--- src/rtl/debounce_pkg.sv ---
// debounce_pkg
// Shared definitions for the debounce_sync block: the 2-bit FSM state
// encoding and the saturation limit of the diagnostic bounce counter.
package debounce_pkg;

  localparam logic [1:0] ST_LOW       = 2'd0;
  localparam logic [1:0] ST_WAIT_HIGH = 2'd1;
  localparam logic [1:0] ST_HIGH      = 2'd2;
  localparam logic [1:0] ST_WAIT_LOW  = 2'd3;

  localparam logic [7:0] BOUNCE_MAX = 8'd255;

  typedef enum logic [1:0] {
    STATE_LOW       = ST_LOW,
    STATE_WAIT_HIGH = ST_WAIT_HIGH,
    STATE_HIGH      = ST_HIGH,
    STATE_WAIT_LOW  = ST_WAIT_LOW
  } state_e;

endpackage

--- src/rtl/sync_chain.sv ---
// sync_chain
// Multi-flop synchroniser bringing an asynchronous level into the clk domain.
// Reusable for any asynchronous single-bit input.
// Ports:
//   clk     - destination clock
//   reset_n - asynchronous active-low reset, clears every stage to 0
//   d       - asynchronous input
//   q       - synchronised output (last stage)
module sync_chain #(
  parameter int STAGES = 2
) (
  input  logic clk,
  input  logic reset_n,
  input  logic d,
  output logic q
);

  if (STAGES < 2) begin : g_bad_stages
    $error("sync_chain: STAGES must be >= 2");
  end

  logic [STAGES-1:0] sync_q;
  logic [STAGES-1:0] sync_d;

  always_comb begin
    sync_d = {sync_q[STAGES-2:0], d};
  end

  always_ff @(posedge clk or negedge reset_n) begin
    if (!reset_n) begin
      sync_q <= '0;
    end else begin
      sync_q <= sync_d;
    end
  end

  assign q = sync_q[STAGES-1];

endmodule

--- src/rtl/debounce_sync.sv ---
// debounce_sync
// Synchronises a raw asynchronous level, filters contact bounce by requiring
// DEBOUNCE_CYCLES consecutive agreeing samples, and presents a clean
// registered level for the downstream edge detector.
// Ports:
//   clk        - sole clock
//   reset_n    - asynchronous active-low reset
//   x_raw      - raw asynchronous input
//   x_clean    - debounced level (registered)
//   busy       - high while a candidate level change is being qualified
//   bounce_cnt - saturating count of aborted transitions
module debounce_sync
  import debounce_pkg::*;
#(
  parameter int SYNC_STAGES     = 2,
  parameter int DEBOUNCE_CYCLES = 1000,
  parameter int CNT_W           = $clog2(DEBOUNCE_CYCLES)
) (
  input  logic       clk,
  input  logic       reset_n,
  input  logic       x_raw,
  output logic       x_clean,
  output logic       busy,
  output logic [7:0] bounce_cnt
);

  if (DEBOUNCE_CYCLES < 2) begin : g_bad_cycles
    $error("debounce_sync: DEBOUNCE_CYCLES must be >= 2");
  end

  localparam logic [CNT_W-1:0] CNT_LAST = CNT_W'(DEBOUNCE_CYCLES - 1);
  localparam logic [CNT_W-1:0] CNT_ONE  = CNT_W'(1);

  logic x_sync;

  sync_chain #(
    .STAGES (SYNC_STAGES)
  ) u_sync (
    .clk     (clk),
    .reset_n (reset_n),
    .d       (x_raw),
    .q       (x_sync)
  );

  state_e     state_q, state_d;
  logic [CNT_W-1:0] cnt_q, cnt_d;
  logic [7:0] bounce_q, bounce_d;
  logic       x_clean_q, x_clean_d;
  logic       busy_q, busy_d;
  logic       abort;

  // The counter holds how many consecutive samples have agreed with the
  // candidate level; the wait state is left for the new level on the sample
  // that makes DEBOUNCE_CYCLES in a row.
  always_comb begin
    state_d  = state_q;
    cnt_d    = cnt_q;
    bounce_d = bounce_q;
    abort    = 1'b0;

    case (state_q)
      STATE_LOW: begin
        if (x_sync) begin
          state_d = STATE_WAIT_HIGH;
          cnt_d   = CNT_ONE;
        end else begin
          cnt_d   = '0;
        end
      end
      STATE_WAIT_HIGH: begin
        if (!x_sync) begin
          state_d = STATE_LOW;
          cnt_d   = '0;
          abort   = 1'b1;
        end else if (cnt_q == CNT_LAST) begin
          state_d = STATE_HIGH;
          cnt_d   = '0;
        end else begin
          cnt_d   = cnt_q + CNT_ONE;
        end
      end
      STATE_HIGH: begin
        if (!x_sync) begin
          state_d = STATE_WAIT_LOW;
          cnt_d   = CNT_ONE;
        end else begin
          cnt_d   = '0;
        end
      end
      STATE_WAIT_LOW: begin
        if (x_sync) begin
          state_d = STATE_HIGH;
          cnt_d   = '0;
          abort   = 1'b1;
        end else if (cnt_q == CNT_LAST) begin
          state_d = STATE_LOW;
          cnt_d   = '0;
        end else begin
          cnt_d   = cnt_q + CNT_ONE;
        end
      end
      default: begin
        state_d = STATE_LOW;
        cnt_d   = '0;
      end
    endcase

    if (abort && (bounce_q != BOUNCE_MAX)) begin
      bounce_d = bounce_q + 8'd1;
    end

    // Outputs are decoded from the next state and registered, so they change
    // on the same edge as the state they describe.
    x_clean_d = (state_d == STATE_HIGH) || (state_d == STATE_WAIT_LOW);
    busy_d    = (state_d == STATE_WAIT_HIGH) || (state_d == STATE_WAIT_LOW);
  end

  always_ff @(posedge clk or negedge reset_n) begin
    if (!reset_n) begin
      state_q   <= STATE_LOW;
      cnt_q     <= '0;
      bounce_q  <= '0;
      x_clean_q <= 1'b0;
      busy_q    <= 1'b0;
    end else begin
      state_q   <= state_d;
      cnt_q     <= cnt_d;
      bounce_q  <= bounce_d;
      x_clean_q <= x_clean_d;
      busy_q    <= busy_d;
    end
  end

  assign x_clean    = x_clean_q;
  assign busy       = busy_q;
  assign bounce_cnt = bounce_q;

endmodule

--- config.mk ---
export PLATFORM = sky130hd
export DESIGN_NAME = debounce_sync
export DESIGN_NICKNAME = d
export VERILOG_FILES = /design/src/rtl/debounce_pkg.sv /design/src/rtl/sync_chain.sv /design/src/rtl/debounce_sync.sv
export SDC_FILE = /design/constraint.sdc
export NUM_CORES = 1
export LEC_CHECK = 0
export CAP_MARGIN = 5
export CELL_PAD_IN_SITES_DETAIL_PLACEMENT = 2
export CELL_PAD_IN_SITES_GLOBAL_PLACEMENT = 2
export CORE_UTILIZATION = 30
export CTS_CLUSTER_DIAMETER = 60
export CTS_CLUSTER_SIZE = 25
export DETAILED_ROUTE_END_ITERATION = 10
export MAX_ROUTING_LAYER = met4
export PLACE_DENSITY = 0.66
export REMOVE_ABC_BUFFERS = 1
export SLEW_MARGIN = 20
export SYNTH_ARGS = -nofsm -noshare
export SYNTH_HDL_FRONTEND = slang
export SYNTH_SLANG_ARGS = --single-unit
export TNS_END_PERCENT = 50
--- constraint.sdc ---
create_clock -name clk -period 1.9 [get_ports clk]
set_input_delay 0.38 -clock clk [delete_from_list [all_inputs] [get_ports clk]]
set_output_delay 0.38 -clock clk [all_outputs]
set_load 0.01 [all_outputs]
==> After elaboration in Yosys (flattened, before gate mapping) <==
Index checks and enable logic that the tools add are counted.
{ "totals": {"latchBits": 0, "memories": 0, "ram_bits": 0, "ff_bits": 24, "romBits": 0} }
{ "classes": {"n_mux": 16, "div": 0, "n_eq_ne": 8, "n_addsub": 2, "multipliers": 0, "n_bitwise": 0, "shifts": 0, "magnitude_cmp": 0, "n_reduce_logical": 4} }
{ "ops": {"columns": ["cell", "count"], "rows": [
  ["$pmux 10 s4", 1],
  ["$mux 10", 3],
  ["$mux 2", 6],
  ["$add 10x1->10 const B", 1],
  ["$eq 10x10->1 const B", 1],
  ["$add 8x1->8 const B", 1],
  ["$eq 2x2->1 const B", 4],
  ["$ne 8x8->1 const B", 1],
  ["$pmux 2 s4", 1],
  ["$eq 2x1->1 const B", 2],
  ["$mux 1", 4],
  ["$logic_not 2->1", 1],
  ["$logic_or 1x1->1", 2],
  ["$pmux 1 s2", 1],
  ["$logic_and 1x1->1", 1]
]} }

==> Depth between registers and ports, before layout <==
Gate-level depths: netlist (run 1).
{ "logic_depth": {"ltp_word": 6, "mapped_depth": 5, "ltp_nobuf": 5} }

==> Cells and area by module <==
From an unflattened synthesis (run 1), not the netlist that was laid out.
{ "hier_totals": {"hier_cells": 96, "hier_area_um2": 1072.3} }
{ "modules_own_cells": {"columns": ["module", "n_inst", "area_per_inst_um2", "cells_each"], "rows": [
  ["debounce_sync", 1, 1022.2, 94],
  ["sync_chain", 1, 50.0, 2]
]} }

==> Least setup slack after synthesis (run 1) <==
Ideal clock, no wire load.
{ "synth_timing": {"kind": "register -> register", "from": "reg bounce_q[0] (netlist: bounce_cnt[0])", "to": "reg bounce_q[1] (netlist: bounce_cnt[1])", "path_stages_with_launch": 6, "n_path_buf": 0, "path_slack_ns": 0.234, "arrival_time_ns": 1.541, "required_time_ns": 1.775, "path_cell_list": "dfrtp_1 -> ha_1 -> nand4_1 -> or2_2 -> nand2_1 -> mux2_2"} }
{ "synth_via": {"elab_chain_len": 2} }
{ "synth_lines": {"columns": ["item", "line", "source"], "rows": [
  ["from (decl)", "debounce_sync.sv:47", "logic [7:0] bounce_q, bounce_d;"],
  ["from (signal assigned)", "debounce_sync.sv:128", "bounce_q <= bounce_d;"],
  ["parallel branches: the longest is 2 deep, another holds $add 8x1->8", null, null]
]} }
Parallel ways; which one is timed is not known.
A chain may end at the register's enable or synchronous reset.

==> Final worst setup path (run 1) <==
Ends and elaborated chain as after synthesis.

==> results of run 1 <==
==> what timing repair did <==
action / 4_1_cts / 5_1_grt
setup endpoints to repair: 0 / 1
hold endpoints to repair: 0 / 0
gates resized for setup: 0 / 1
==> path summary, 6_finish.rpt <==
kind | from | slack [ns] | end
min reg2reg | u_sync.sync_q[0] | 0.37 | u_sync.sync_q[1]
min in group asynchronous | reset_n | 0.41 | cnt_q[3]
max | bounce_cnt[0] | 0.16 | bounce_cnt[1]
max reg2reg | bounce_cnt[0] | 0.16 | bounce_cnt[1]
min | u_sync.sync_q[0] | 0.37 | u_sync.sync_q[1]
max in group asynchronous | reset_n | 1.25 | cnt_q[2]
==> per-stage QoR <==
stage          total power [mW]  worst slack [ns]
3_5_place_dp              0.941             0.113
2_1_floorplan             0.767             0.234
6_report                   1.16             0.157
4_1_cts                    1.18            0.0935
3_3_place_gp              0.934             0.223
5_1_grt                    1.26            0.0261
==> layer usage <==
layer,up-vias,global-route usage [%],routed length [um]
met5,-,-,0
li1,381,-,-
met2,8,26.6,1180
met4,0,6.67,19
met3,2,3.11,52
met1,400,18.3,1070
==> Yosys cell counts, types with 2 or more instances <==
| library cell | instances | area, um^2 |
|---|---|---|
| nand2_1 | 6 | 22.5 |
| nand3_1 | 6 | 30.0 |
| o21ai_0 | 2 | 10.0 |
| nor2_1 | 11 | 41.3 |
| a31oi_1 | 3 | 18.8 |
| and3_1 | 3 | 18.8 |
| a21oi_1 | 5 | 25.0 |
| ha_1 | 2 | 25.0 |
| mux2_2 | 4 | 45.0 |
| inv_1 | 2 | 7.51 |
| xnor2_1 | 5 | 43.8 |
| nand4_1 | 4 | 25.0 |
| a21o_2 | 3 | 26.3 |
| xor2_1 | 3 | 26.3 |
| nand2b_1 | 2 | 12.5 |
| dfrtp_1 | 23 | 576 |
==> final cells by class <==
class / instances / share of cell area (%)
multi-input combinational: 72 / 37.7
clock buffer: 4 / 2.02
inverter: 2 / 0.578
timing repair buffer: 15 / 11.0
tap: 46 / 4.43
sequential: 23 / 44.3
==> report_power, final <==
group          internal (mW)  switching, mW  total, mW
sequential             0.553         0.0831      0.636
combinational          0.171          0.125      0.295
clock                 0.0819          0.149      0.231
total                  0.805          0.356       1.16
==> sequential cells by signal, indices dropped and copies added, names as in the netlist <==
name,flops
bounce_cnt,8
busy,1
cnt_q,10
state_q,2
u_sync.sync_q,2
==> cells by family (layout without fill, tap and decap cells) <==
group | count (synthesis) | count (layout) | synth area share [%]
AO/OA/AOI/OAI | 16 | 16 | 9.55
XOR/XNOR | 8 | 8 | 6.52
adder cells (fa/ha/maj) | 2 | 2 | 2.33
buffers and inverters | 3 | 21 | 1.16
flip-flops | 23 | 23 | 53.6
multiplexers | 5 | 5 | 5.59
AND/OR/NAND/NOR | 41 | 41 | 21.3
==> results.cfg, run 1 <==
[outcome]
status = finished, final reports clean

[placed_design]
dp.cells = 158
hpwl_um = 1740
io_buffers = 12
place_area_mm2 = 0.00127
routabilityCongestion = 0.775

[route]
first_pass_iters = 3
drtIter0Drc = 14
dr_total_vias = 791
routed_via_density = 4.88
drtAntennaViolNets = 0
routed_wirelength_um = 2320
drc = 0
avgRoutedWirePerCell_um = 14.3

[clock_network]
clk_latency_ns = 0.31
cts_setup_buffers = 0
cts_tree = done
clock-root-buffer = clkbuf_4
cts_max_path_buffers = 2
clk_transition_reported_paths_ns = 0.13
cts_buffers = 3
numClockSinks = 23
cts-htree-levels = 1
postCtsHoldBufs = 0

[logic_synthesis]
synth.cell_area_mm2 = 0.00107
yosysWarningCount = 0
ys_types = 30
ys.flop_type = dfrtp_1
async_flop_share_pct = 100
synth_seq_cells = 23
synth-seq-area-share_pct = 53.6
syn_inst = 98
synth_area_per_cell_um2 = 11.0
synth_edf_count = 0

[die]
dieArea_mm2 = 0.00383
top_level_ports = 13
coreArea_mm2 = 0.00339
die-height_um = 61.9
die_w_um = 61.9
placementRows = 21
start_util_pct = 31.7

[critical_path]
cp-start-kind = register
slowest_delay_ns = 0.43
critPathBufInv = 0
crit_type = reg -> reg
cp_slowest_cell = dfrtp_1
critical_path_peak_fanout = 5
crit_required_ns = 2.11
critPathArrivalTime_ns = 1.96
crit_cells = 5
cp_top_family = simple AND/OR/NAND/NOR gates
cp-end-kind = register
r2r_cells = 5
path_cells = ha_2 -> nand4_1 -> or2_2 -> nand2_1 -> mux2_2

[finish]
layout_common_cells = dfrtp_1, clkdlybuf4s50_1, nor2_1
fillers = 375
design_area_mm2 = 0.00130
multi_input_area_um2 = 489
final_layout_size_suffix_gt1_share_pct = 17.2
nets = 122
final_common_cell = dfrtp_1
syn_to_final_growth_pct = 20.8
antennaDiodeCount = 0
seq_area_um2 = 576
fin_cells = 162
fin_util_pct = 38.3

[timing]
grt_setup_unrepaired = no
worst_hold_slack_ns = 0.367
hold_viol_final = 0
finalMaxSlewViolations = 0
min_period_ns = 1.74
max_freq_mhz = 574
worst_pin_slew_ns = 0.418
skew_ns = 0.00203
tns_ns = 0
setup_viol = 0
finalCritPeriodShare_pct = 91.7
slew_headroom_pct = 72.0

[global_route]
antenna_found_initial = 0
grt_first_pass_wirelength_um = 4130
grt_max_degree = 24
overflow = 0
grt_pass1_vias = 911
grtUsageTotal_pct = 15.8

[hold_path]
worstHoldPathType = reg -> reg
holdPathStages = 0

[run]
drv_cap = 0

[power_and_ir_drop]
cellLeakagePower_nw = 0.527
max-vdd-ir-drop_uv = 483
powerDensity_mw_per_mm2 = 894
(Power assumes the default switching activity.)
==> run 2: changes to the inputs <==
--- a/config.mk
+++ b/config.mk
@@ -15,6 +15,7 @@
 export MAX_ROUTING_LAYER = met4
 export PLACE_DENSITY = 0.66
 export REMOVE_ABC_BUFFERS = 1
+export SETUP_SLACK_MARGIN = 0.05
 export SLEW_MARGIN = 20
 export SYNTH_ARGS = -nofsm -noshare
 export SYNTH_HDL_FRONTEND = slang
==> results.cfg, run 2 (synthesis results as in run 1) <==
[outcome]
status = finished, final reports clean

[clock_network]
cts-htree-levels = 1
clk_transition_reported_paths_ns = 0.13
clock-root-buffer = clkbuf_4
cts_tree = done
clk_latency_ns = 0.31
cts_max_path_buffers = 2
postCtsHoldBufs = 0
cts_buffers = 3
numClockSinks = 23

[critical_path]
crit_type = reg -> out
path_cells = buf_4 -> clkdlybuf4s50_1
cp-start-kind = register
cp-end-kind = primary output
crit_required_ns = 1.52
critPathArrivalTime_ns = 1.38
slowest_delay_ns = 0.52
cp_slowest_cell = clkdlybuf4s50_1
critical_path_peak_fanout = 4

[die]
top_level_ports = 13
coreArea_mm2 = 0.00339
placementRows = 21
dieArea_mm2 = 0.00383
die-height_um = 61.9
die_w_um = 61.9
start_util_pct = 31.7

[timing]
grt_setup_unrepaired = no
finalCritPeriodShare_pct = 92.4
max_freq_mhz = 569
worst_pin_slew_ns = 0.401
tns_ns = 0
setup_viol = 0
skew_ns = 0.00244
slew_headroom_pct = 73.1
finalWorstSetupSlack_ns = 0.144
min_period_ns = 1.76
finalMaxSlewViolations = 0
hold_viol_final = 0

[global_route]
antenna_found_initial = 0
grtUsageTotal_pct = 15.8
grt_max_degree = 24
grt_pass1_vias = 911
overflow = 0
grt_first_pass_wirelength_um = 4130

[power_and_ir_drop]
cellLeakagePower_nw = 0.536
max-vdd-ir-drop_uv = 541
powerDensity_mw_per_mm2 = 908

[run]
drv_cap = 0

[route]
drtAntennaViolNets = 0
dr_total_vias = 817
drc = 0
routed_via_density = 4.98
first_pass_iters = 2
avgRoutedWirePerCell_um = 14.2
routed_wirelength_um = 2330
drtIter0Drc = 18

[placed_design]
io_buffers = 12
hpwl_um = 1740
pre_cts_ws_ns = 0.113
routabilityCongestion = 0.775

[finish]
regMostFlops = cnt_q
largest_reg_flops = 10
layout_common_cells = dfrtp_1, clkdlybuf4s50_1, nor2_1
syn_to_final_growth_pct = 22.2
antennaDiodeCount = 0
final_layout_size_suffix_gt1_share_pct = 18.6
fillers = 376
final_common_cell = dfrtp_1
nets = 124

[hold_path]
worstHoldPathType = reg -> reg
-- run 2: final timing paths --
kind                                       start          endpoint  slack (ns)  cells after the start
worst max-delay path               bounce_cnt[0]     bounce_cnt[0]        0.14                      2
worst min-delay path            u_sync.sync_q[0]  u_sync.sync_q[1]        0.37                      0
worst max register to register     bounce_cnt[0]     bounce_cnt[1]        0.17                      5
worst min register to register  u_sync.sync_q[0]  u_sync.sync_q[1]        0.37                      0
max in group asynchronous                reset_n          cnt_q[2]        1.25                      2
min in group asynchronous                reset_n          cnt_q[3]        0.41                      2
-- run 2: layout make-up --
cell class / instances / area [um^2] / share of cell area (%)
multi-input combinational: 72 / 489 / 37.2
clock buffer: 4 / 26.3 / 2.00
sequential: 23 / 576 / 43.8
tap: 46 / 57.6 / 4.38
timing repair buffer: 17 / 158 / 12.0
inverter: 2 / 7.51 / 0.571
-- run 2: what timing repair did --
action / in CTS / in global routing
resized for setup: 0 / 1
setup buffers: 0 / 2
setup endpoints to repair: 0 / 1
-- run 2: through the flow --
stage | util, % | area [um^2] | instances | hold slack, ns | power [mW]
after floorplan | - | 1070 | 97 | 0.0844 | 0.767
after global placement | 37.5 | 1270 | 158 | 0.335 | 0.934
after detailed placement | 37.5 | 1270 | 158 | 0.340 | 0.941
after CTS | 38.2 | 1300 | 162 | 0.369 | 1.18
after global routing | 38.8 | 1310 | 164 | 0.384 | 1.29
final | 38.8 | 1310 | 164 | 0.366 | 1.19
-- run 2: critical path: cells and delay by family (launching register included) --
family                 cells  cell delay, ns
buffers and inverters      2            0.65
flip-flops                 1            0.42
-- run 2: where the power goes --
part	total, mW	internal [mW]	switching [mW]
combinational	0.330	0.196	0.134
clock	0.229	0.0819	0.147
sequential	0.634	0.553	0.0818
total	1.19	0.831	0.362
-- run 2: layer usage --
metal  routed length, um  track usage (%)  vias up
met2                1230             26.6        8
li1                    -                -      386
met1                1030             18.3      421
met3                  52             3.11        2
met5                   0                -        -
met4                  19             6.67        0
